===== src/rtl/pll_dyn_pkg.sv =====
// Shared types for the runtime PLL profile controller: FSM states and 18-bit profile layout.
// Profile word = {idsel, fbdsel, odsel}, each a device-ready 6-bit code.
package pll_dyn_pkg;
    localparam int SEL_W  = 6;
    localparam int PROF_W = 3 * SEL_W;
    localparam int ID_LSB = 2 * SEL_W;
    localparam int FB_LSB = SEL_W;
    localparam int OD_LSB = 0;

    typedef logic [PROF_W-1:0] prof_t;

    typedef enum logic [2:0] {
        S_APPLY,
        S_HOLD,
        S_WAIT_LOCK,
        S_SETTLE,
        S_RUN,
        S_ERR
    } state_t;

    function automatic logic [SEL_W-1:0] prof_field(input prof_t p, input int lsb);
        return p[lsb +: SEL_W];
    endfunction
endpackage


===== src/rtl/pll_dyn_ctrl_if.sv =====
// Profile request handshake and lock status between a host and pll_dyn_ctrl.
// master = host side, slave = controller side.
interface pll_dyn_ctrl_if #(parameter int PW = 2);
    logic          req_valid;
    logic [PW-1:0] req_prof;
    logic          req_ready;
    logic          done;
    logic          err;
    logic          locked;
    logic [PW-1:0] cur_prof;

    modport master (output req_valid, req_prof,
                    input  req_ready, done, err, locked, cur_prof);
    modport slave  (input  req_valid, req_prof,
                    output req_ready, done, err, locked, cur_prof);
endinterface


===== src/rtl/pll_lock_sync.sv =====
// Two-flop synchroniser for the asynchronous rPLL LOCK output.
// Latency 2 cycles; no backpressure.
module pll_lock_sync (
    input  logic clk,
    input  logic rst_n,
    input  logic async_i,
    output logic sync_o
);
    logic meta_q, sync_q;

    always_ff @(posedge clk or negedge rst_n) begin
        if (!rst_n) begin
            meta_q <= 1'b0;
            sync_q <= 1'b0;
        end else begin
            meta_q <= async_i;
            sync_q <= meta_q;
        end
    end

    assign sync_o = sync_q;
endmodule


===== src/rtl/pll_dyn_ctrl.sv =====
// Runtime rPLL profile controller: reset hold, lock wait with retry, lock qualification.
// Request->done latency >= 1 + RST_CYCLES + 2 + LOCK_STABLE; requests accepted only in RUN/ERR.
// Optional PLL_LOCK_MON_EN: RUN lock loss triggers a relock through WAIT_LOCK without PLL reset.
module pll_dyn_ctrl
    import pll_dyn_pkg::*;
#(
    parameter int                    NPROF        = 4,
    parameter logic [NPROF*18-1:0]   PROF_TABLE   = '0,
    parameter int                    BOOT_PROF    = 0,
    parameter int                    RST_CYCLES   = 16,
    parameter int                    LOCK_TIMEOUT = 27000,
    parameter int                    LOCK_STABLE  = 256,
    parameter int                    MAX_RETRY    = 3
) (
    input  logic                 clk,
    input  logic                 rst_n,
    pll_dyn_ctrl_if.slave        ctl,
    output logic                 pll_reset,
    output logic [SEL_W-1:0]     pll_idsel,
    output logic [SEL_W-1:0]     pll_fbdsel,
    output logic [SEL_W-1:0]     pll_odsel,
    input  logic                 pll_lock,
    output logic [7:0]           relock_cnt
);
    localparam int    PW    = (NPROF > 1) ? $clog2(NPROF) : 1;
    localparam int    CMAX0 = (RST_CYCLES > LOCK_STABLE) ? RST_CYCLES : LOCK_STABLE;
    localparam int    CMAX  = (CMAX0 > LOCK_TIMEOUT) ? CMAX0 : LOCK_TIMEOUT;
    localparam int    CW    = $clog2(CMAX + 1);
    localparam int    RW    = $clog2(MAX_RETRY + 1);
    localparam prof_t BOOT_CODE = PROF_TABLE[BOOT_PROF*PROF_W +: PROF_W];

    state_t           state_q;
    logic [CW-1:0]    cnt_q;
    logic [RW-1:0]    retry_q;
    logic [PW-1:0]    cur_prof_q;
    logic             pll_reset_q, done_q, err_q, locked_q;
    logic [SEL_W-1:0] idsel_q, fbdsel_q, odsel_q;
    logic [7:0]       relock_q;

    logic             lock_s;
    logic             accept, req_ok;
    logic [RW-1:0]    retry_inc;
    prof_t            tgt;

    pll_lock_sync u_sync (
        .clk     (clk),
        .rst_n   (rst_n),
        .async_i (pll_lock),
        .sync_o  (lock_s)
    );

    assign ctl.req_ready = (state_q == S_RUN) || (state_q == S_ERR);
    assign accept        = ctl.req_valid && ctl.req_ready;
    assign req_ok        = 32'(ctl.req_prof) < NPROF;
    assign retry_inc     = retry_q + RW'(1);
    assign tgt           = PROF_TABLE[32'(cur_prof_q)*PROF_W +: PROF_W];

    always_ff @(posedge clk or negedge rst_n) begin
        if (!rst_n) begin
            state_q     <= S_APPLY;
            cnt_q       <= '0;
            retry_q     <= '0;
            cur_prof_q  <= PW'(BOOT_PROF);
            pll_reset_q <= 1'b1;
            done_q      <= 1'b0;
            err_q       <= 1'b0;
            locked_q    <= 1'b0;
            idsel_q     <= prof_field(BOOT_CODE, ID_LSB);
            fbdsel_q    <= prof_field(BOOT_CODE, FB_LSB);
            odsel_q     <= prof_field(BOOT_CODE, OD_LSB);
            relock_q    <= '0;
        end else begin
            done_q <= 1'b0;
            case (state_q)
                S_APPLY: begin
                    idsel_q     <= prof_field(tgt, ID_LSB);
                    fbdsel_q    <= prof_field(tgt, FB_LSB);
                    odsel_q     <= prof_field(tgt, OD_LSB);
                    pll_reset_q <= 1'b1;
                    locked_q    <= 1'b0;
                    cnt_q       <= '0;
                    state_q     <= S_HOLD;
                end
                S_HOLD: begin
                    if (cnt_q == CW'(RST_CYCLES - 1)) begin
                        pll_reset_q <= 1'b0;
                        cnt_q       <= '0;
                        state_q     <= S_WAIT_LOCK;
                    end else begin
                        cnt_q <= cnt_q + CW'(1);
                    end
                end
                S_WAIT_LOCK: begin
                    if (lock_s) begin
                        cnt_q   <= '0;
                        state_q <= S_SETTLE;
                    end else if (cnt_q == CW'(LOCK_TIMEOUT - 1)) begin
                        retry_q <= retry_inc;
                        cnt_q   <= '0;
                        if (retry_inc < RW'(MAX_RETRY)) begin
                            state_q <= S_APPLY;
                        end else begin
                            state_q     <= S_ERR;
                            pll_reset_q <= 1'b1;
                            err_q       <= 1'b1;
                        end
                    end else begin
                        cnt_q <= cnt_q + CW'(1);
                    end
                end
                S_SETTLE: begin
                    // A single low sample restarts qualification but is not a failed attempt.
                    if (!lock_s) begin
                        cnt_q   <= '0;
                        state_q <= S_WAIT_LOCK;
                    end else if (cnt_q == CW'(LOCK_STABLE - 1)) begin
                        state_q  <= S_RUN;
                        locked_q <= 1'b1;
                        done_q   <= 1'b1;
                        retry_q  <= '0;
                        err_q    <= 1'b0;
                    end else begin
                        cnt_q <= cnt_q + CW'(1);
                    end
                end
                S_RUN, S_ERR: begin
                    if (accept) begin
                        if (req_ok) begin
                            cur_prof_q <= ctl.req_prof;
                            retry_q    <= '0;
                            locked_q   <= 1'b0;
                            state_q    <= S_APPLY;
                        end else begin
                            err_q <= 1'b1;
                        end
                    end else if (state_q == S_RUN) begin
`ifdef PLL_LOCK_MON_EN
                        if (!lock_s) begin
                            locked_q <= 1'b0;
                            relock_q <= (relock_q == 8'hFF) ? relock_q : relock_q + 8'd1;
                            retry_q  <= '0;
                            cnt_q    <= '0;
                            state_q  <= S_WAIT_LOCK;
                        end
`else
                        locked_q <= lock_s;
`endif
                    end
                end
                default: state_q <= S_APPLY;
            endcase
        end
    end

    assign ctl.done     = done_q;
    assign ctl.err      = err_q;
    assign ctl.locked   = locked_q;
    assign ctl.cur_prof = cur_prof_q;
    assign pll_reset    = pll_reset_q;
    assign pll_idsel    = idsel_q;
    assign pll_fbdsel   = fbdsel_q;
    assign pll_odsel    = odsel_q;
    assign relock_cnt   = relock_q;
endmodule


===== src/flat_wrapper.sv =====
// flat-port wrapper written by rule: the top's interface ports become plain ports
module pll_dyn_ctrl_flat import pll_dyn_pkg::*;
#(
    parameter int                    NPROF        = 4,
    parameter logic [NPROF*18-1:0]   PROF_TABLE   = '0,
    parameter int                    BOOT_PROF    = 0,
    parameter int                    RST_CYCLES   = 16,
    parameter int                    LOCK_TIMEOUT = 27000,
    parameter int                    LOCK_STABLE  = 256,
    parameter int                    MAX_RETRY    = 3
)
  (clk, rst_n, pll_reset, pll_idsel, pll_fbdsel, pll_odsel, pll_lock, relock_cnt, ctl_req_valid, ctl_req_prof, ctl_req_ready, ctl_done, ctl_err, ctl_locked, ctl_cur_prof);
  pll_dyn_ctrl_if ctl_i ();
  input  logic clk;
  input  logic rst_n;
  output logic pll_reset;
  output logic [SEL_W-1:0] pll_idsel;
  output logic [SEL_W-1:0] pll_fbdsel;
  output logic [SEL_W-1:0] pll_odsel;
  input  logic pll_lock;
  output logic [7:0] relock_cnt;
  input wire logic [$bits(ctl_i.req_valid)-1:0] ctl_req_valid;
  input wire logic [$bits(ctl_i.req_prof)-1:0] ctl_req_prof;
  output wire logic [$bits(ctl_i.req_ready)-1:0] ctl_req_ready;
  output wire logic [$bits(ctl_i.done)-1:0] ctl_done;
  output wire logic [$bits(ctl_i.err)-1:0] ctl_err;
  output wire logic [$bits(ctl_i.locked)-1:0] ctl_locked;
  output wire logic [$bits(ctl_i.cur_prof)-1:0] ctl_cur_prof;
  assign ctl_i.req_valid = ctl_req_valid;
  assign ctl_i.req_prof = ctl_req_prof;
  assign ctl_req_ready = ctl_i.req_ready;
  assign ctl_done = ctl_i.done;
  assign ctl_err = ctl_i.err;
  assign ctl_locked = ctl_i.locked;
  assign ctl_cur_prof = ctl_i.cur_prof;
  pll_dyn_ctrl #(.NPROF(NPROF), .PROF_TABLE(PROF_TABLE), .BOOT_PROF(BOOT_PROF), .RST_CYCLES(RST_CYCLES), .LOCK_TIMEOUT(LOCK_TIMEOUT), .LOCK_STABLE(LOCK_STABLE), .MAX_RETRY(MAX_RETRY)) u_core (.clk(clk), .rst_n(rst_n), .ctl(ctl_i), .pll_reset(pll_reset), .pll_idsel(pll_idsel), .pll_fbdsel(pll_fbdsel), .pll_odsel(pll_odsel), .pll_lock(pll_lock), .relock_cnt(relock_cnt));
endmodule

===== config.mk =====
export PLATFORM = sky130hd
export DESIGN_NAME = pll_dyn_ctrl_flat
export DESIGN_NICKNAME = d
export VERILOG_FILES = /design/src/rtl/pll_dyn_pkg.sv /design/src/rtl/pll_dyn_ctrl_if.sv /design/src/rtl/pll_lock_sync.sv /design/src/rtl/pll_dyn_ctrl.sv /design/src/flat_wrapper.sv
export SDC_FILE = /design/constraint.sdc
export NUM_CORES = 1
export LEC_CHECK = 0
export CAP_MARGIN = 5
export CORE_AREA = 2 2 68 70
export CTS_BUF_LIST = sky130_fd_sc_hd__clkbuf_8
export DETAILED_ROUTE_END_ITERATION = 8
export DIE_AREA = 0 0 70 72
export GPL_TIMING_DRIVEN = 0
export MAX_ROUTING_LAYER = met4
export PLACE_DENSITY = 0.84
export SYNTH_ARGS = -nofsm -noshare
export SYNTH_HDL_FRONTEND = slang
export SYNTH_SLANG_ARGS = --single-unit

===== constraint.sdc =====
create_clock -name clk -period 2.1 [get_ports clk]
set_input_delay 0.63 -clock clk [delete_from_list [all_inputs] [get_ports clk]]
set_output_delay 0.63 -clock clk [all_outputs]
set_load 0.02 [all_outputs]

==> results_dict.tcl <==
set metrics [dict create \
    post_drt_wl_per_cell_microns 15.7 \
    grt_pass1_wl_mm 8.28 \
    ys_seq_elements 28 \
    seqCellArea_sq_um 709 \
    globalplace.congestion 0.934 \
    netSwitchingFraction_pct 42.3 \
    utilization_pct 64.7 \
    synth_warnings 8 \
    irDropWorstVdd_mv 0.440 \
    fin_crit_sh_pct 110 \
    slew_violations 0 \
    p_clk_share_pct 12.5 \
    syn_to_final_growth_pct 39.6 \
    slew-limit-headroom_pct 58.4 \
    drtAntennaViolNets 0 \
    initial_utilization_pct 46.3 \
    violations "negative setup slack" \
    clk_latency_ns 0.28 \
    synth_xor_area_share_pct 0.887 \
    cts_buffer_depth 2 \
    fill_cells 338 \
    critPathTopFamily "simple AND/OR/NAND/NOR gates" \
    async_flop_share_pct 100 \
    grt_overflow_total 0 \
    hold_viol 0 \
    worstMarginPinSlew_ns 0.624 \
    grt_usage_pct 20.9 \
    synth_area_sq_um 1980 \
    powerDensity_nw_per_um2 995 \
    cts_made_buffers 3 \
    setup_ws_ns -0.211 \
    synth_cell_types 50 \
    cts_tree "done" \
    rr_worst_depth 7 \
    multiInputGateArea_sq_um 1240 \
    drive_gt1_share_pct 40.0 \
    synth_edf_count 0 \
    crit_path_max_fanout 5 \
    reg2reg_to "u_core.cnt_q[5]" \
    grt_max_degree 29 \
    rrSetupSlack_ns -0.21 \
    hold_class "input port to async pin" \
    die_y_microns 72 \
    clock-skew-final_ns 0.00191 \
    firstDrtPassIters 4 \
    crit_buf_inv 2 \
    boundaryPins 39 \
    fp.dieW_microns 70 \
    synth-main-ff-cell "dfrtp_1" \
    power_leakage_nw 1.24 \
    synth_area_leaders "dfrtp_1 (34%), buf_4 (9.9%), o211ai_1 (6.5%)" \
    antenna_cells 0 \
    dp_hpwl_mm 3.11 \
    worstReg2RegStart "u_core.cnt_q[10]" \
    cp-start-kind "flip-flop" \
    synth_top_family_by_area "simple AND/OR/NAND/NOR gates" \
    drt-total-wl_mm 5.36 \
    dieArea_sq_um 5040 \
    drc 0 \
    cap_violations 0 \
    clk_pin_slew_worst_paths_ns 0.10 \
    first_global_vias 1686 \
    clockRootBuffer "clkbuf_8" \
    rsz0062_at_grt "yes" \
    synth_compound_area_share_pct 18.0 \
    path_cells "or3_4 > or4_4 > nor4b_4 > buf_4 > buf_6 > nor2_4 > o211ai_1" \
    synth_top_area_share_pct 34.2 \
    status "finished, violations left" \
    placed_cell_area_sq_um 2300 \
    required_ns 2.25 \
    p_seq_share_pct 26.2 \
    cts.htree.levels 1 \
    port_buffers 12 \
    syn_inst 217 \
    synthAdderAreaFrac_pct 3.17 \
    synthSimpleGateAreaFrac_pct 24.1 \
    setup_violations 22 \
    crit_slowest_cell "or4_4" \
    final_area_sq_um 2760 \
    drt_iter0_markers 131 \
    clock_sinks 28 \
    critical_path_arrival_ns 2.46 \
    vias 1866 \
    max_freq_mhz 433 \
    synthMuxAreaShare_pct 3.80 \
    synthTopCellsByCount "nand2_1 (28), dfrtp_1 (27), buf_4 (26)" \
    crit_type "flip-flop to flip-flop" \
    syn_area_per_cell_sq_um 9.10 \
    endpoint_kind "flip-flop" \
    internal-power_mw 1.58 \
    yosysSeqAreaShare_pct 35.5 \
    cpPeakStageDelay_ns 0.58 \
    antenna_found_initial 0 \
    fin_nets 302 \
    fin_setup_tns_ns -3.68 \
    pwr-share-comb_pct 61.2 \
    vias_per_cell 5.46 \
    period_needed_ns 2.31 \
    core-area_sq_um 4260 \
    synth_top_cell_by_area "dfrtp_1" \
    yosysMostFrequentCell "nand2_1" \
    p_sw_mw 1.16 \
    num_rows 24 \
]
==> power by group through the flow <==
stage | Combinational, mW | Clock (mW) | Sequential (mW)
2_1_floorplan | 0.880 | 0 | 0.748
3_3_place_gp | 1.18 | 0 | 0.723
3_5_place_dp | 1.20 | 0 | 0.727
4_1_cts | 1.51 | 0.346 | 0.711
5_1_grt | 1.80 | 0.360 | 0.733
6_report | 1.68 | 0.344 | 0.720
==> placed cells by master, fill, tap and decap left out, drive strengths merged, types with 2 or more instances in the layout <==
cell	count
mux2i	3
inv	6
o211ai	17
or3	8
nand3	6
or4	5
a32o	3
or2	5
nand4	7
o21ai	11
mux2	4
and3	2
ha	5
a22o	3
clkdlybuf4s50	10
nor3	2
conb	26
nor4	2
o311ai	4
dfrtp	27
nand2b	5
and4	2
buf	65
clkbuf	8
nand2	28
o22ai	2
nor2	9
==> stage by stage <==
step | setup slack, ns | cells | hold WS (ns) | power [mW]
6_report | -0.211 | 342 | 0.353 | 2.75
5_1_grt | -0.316 | 342 | 0.377 | 2.89
4_1_cts | -0.188 | 328 | 0.377 | 2.57
3_3_place_gp | -0.341 | 306 | 0.333 | 1.91
3_5_place_dp | -0.365 | 306 | 0.355 | 1.92
2_1_floorplan | -0.113 | 242 | 0.331 | 1.63
==> kinds of logic (layout without fill, tap and decap cells) <==
family,count (synthesis),count (layout)
adder cells (fa/ha/maj),5,5
flip-flops,28,28
XOR/XNOR,2,2
buffers and inverters,42,90
AO/OA/AOI/OAI,47,47
AND/OR/NAND/NOR,85,85
other,1,26
multiplexers,7,7
==> how the worst max path moves through the flow <==
stage | from | end | depth (start not counted)
finish | u_core.cnt_q[10] | u_core.cnt_q[5] | 7
global route | u_core.state_q[0] | u_core.cnt_q[13] | 7
CTS | u_core.cnt_q[8] | u_core.retry_q[1] | 6
detailed placement | u_core.state_q[2] | u_core.cnt_q[2] | 8
global placement | u_core.state_q[2] | u_core.cnt_q[2] | 8
floorplan | u_core.cnt_q[8] | u_core.retry_q[0] | 6
==> sequential cells by signal, indices dropped and copies added, names as in the netlist <==
name                  cells
u_core.retry_q            2
u_core.ctl.done           1
u_core.pll_reset          1
u_core.u_sync.sync_o      1
u_core.state_q            3
u_core.ctl.locked         1
u_core.ctl.err            1
u_core.u_sync.meta_q      1
u_core.cnt_q             15
u_core.ctl.cur_prof       2
==> per-layer routing <==
| layer | global-route usage, % | up-vias | part of all wire [%] |
|---|---|---|---|
| met1 | 26.9 | 887 | 42 |
| met2 | 34.7 | 72 | 51 |
| met4 | 6.41 | 0 | 1.6 |
| met3 | 2.78 | 12 | 5.7 |
| met5 | - | - | 0 |
| li1 | - | 895 | - |
==> timing repair <==
action,4_1_cts,5_1_grt
gates resized for setup,33,14
hold buffers,0,0
buffers inserted,16,16
cloned,3,0
pin swaps,11,14
setup endpoints to repair,22,23
hold endpoints to repair,0,0
==> cell type report <==
| type | count | share of cell area (%) |
|---|---|---|
| Buffer | 34 | 9.61 |
| Clock buffer | 4 | 2.00 |
| Timing Repair Buffer | 46 | 14.6 |
| Multi-Input combinational cell | 172 | 44.9 |
| Inverter | 6 | 0.816 |
| Sequential cell | 28 | 25.7 |
| Tap cell | 52 | 2.36 |
Note: power is estimated with default switching activity, not from simulation.
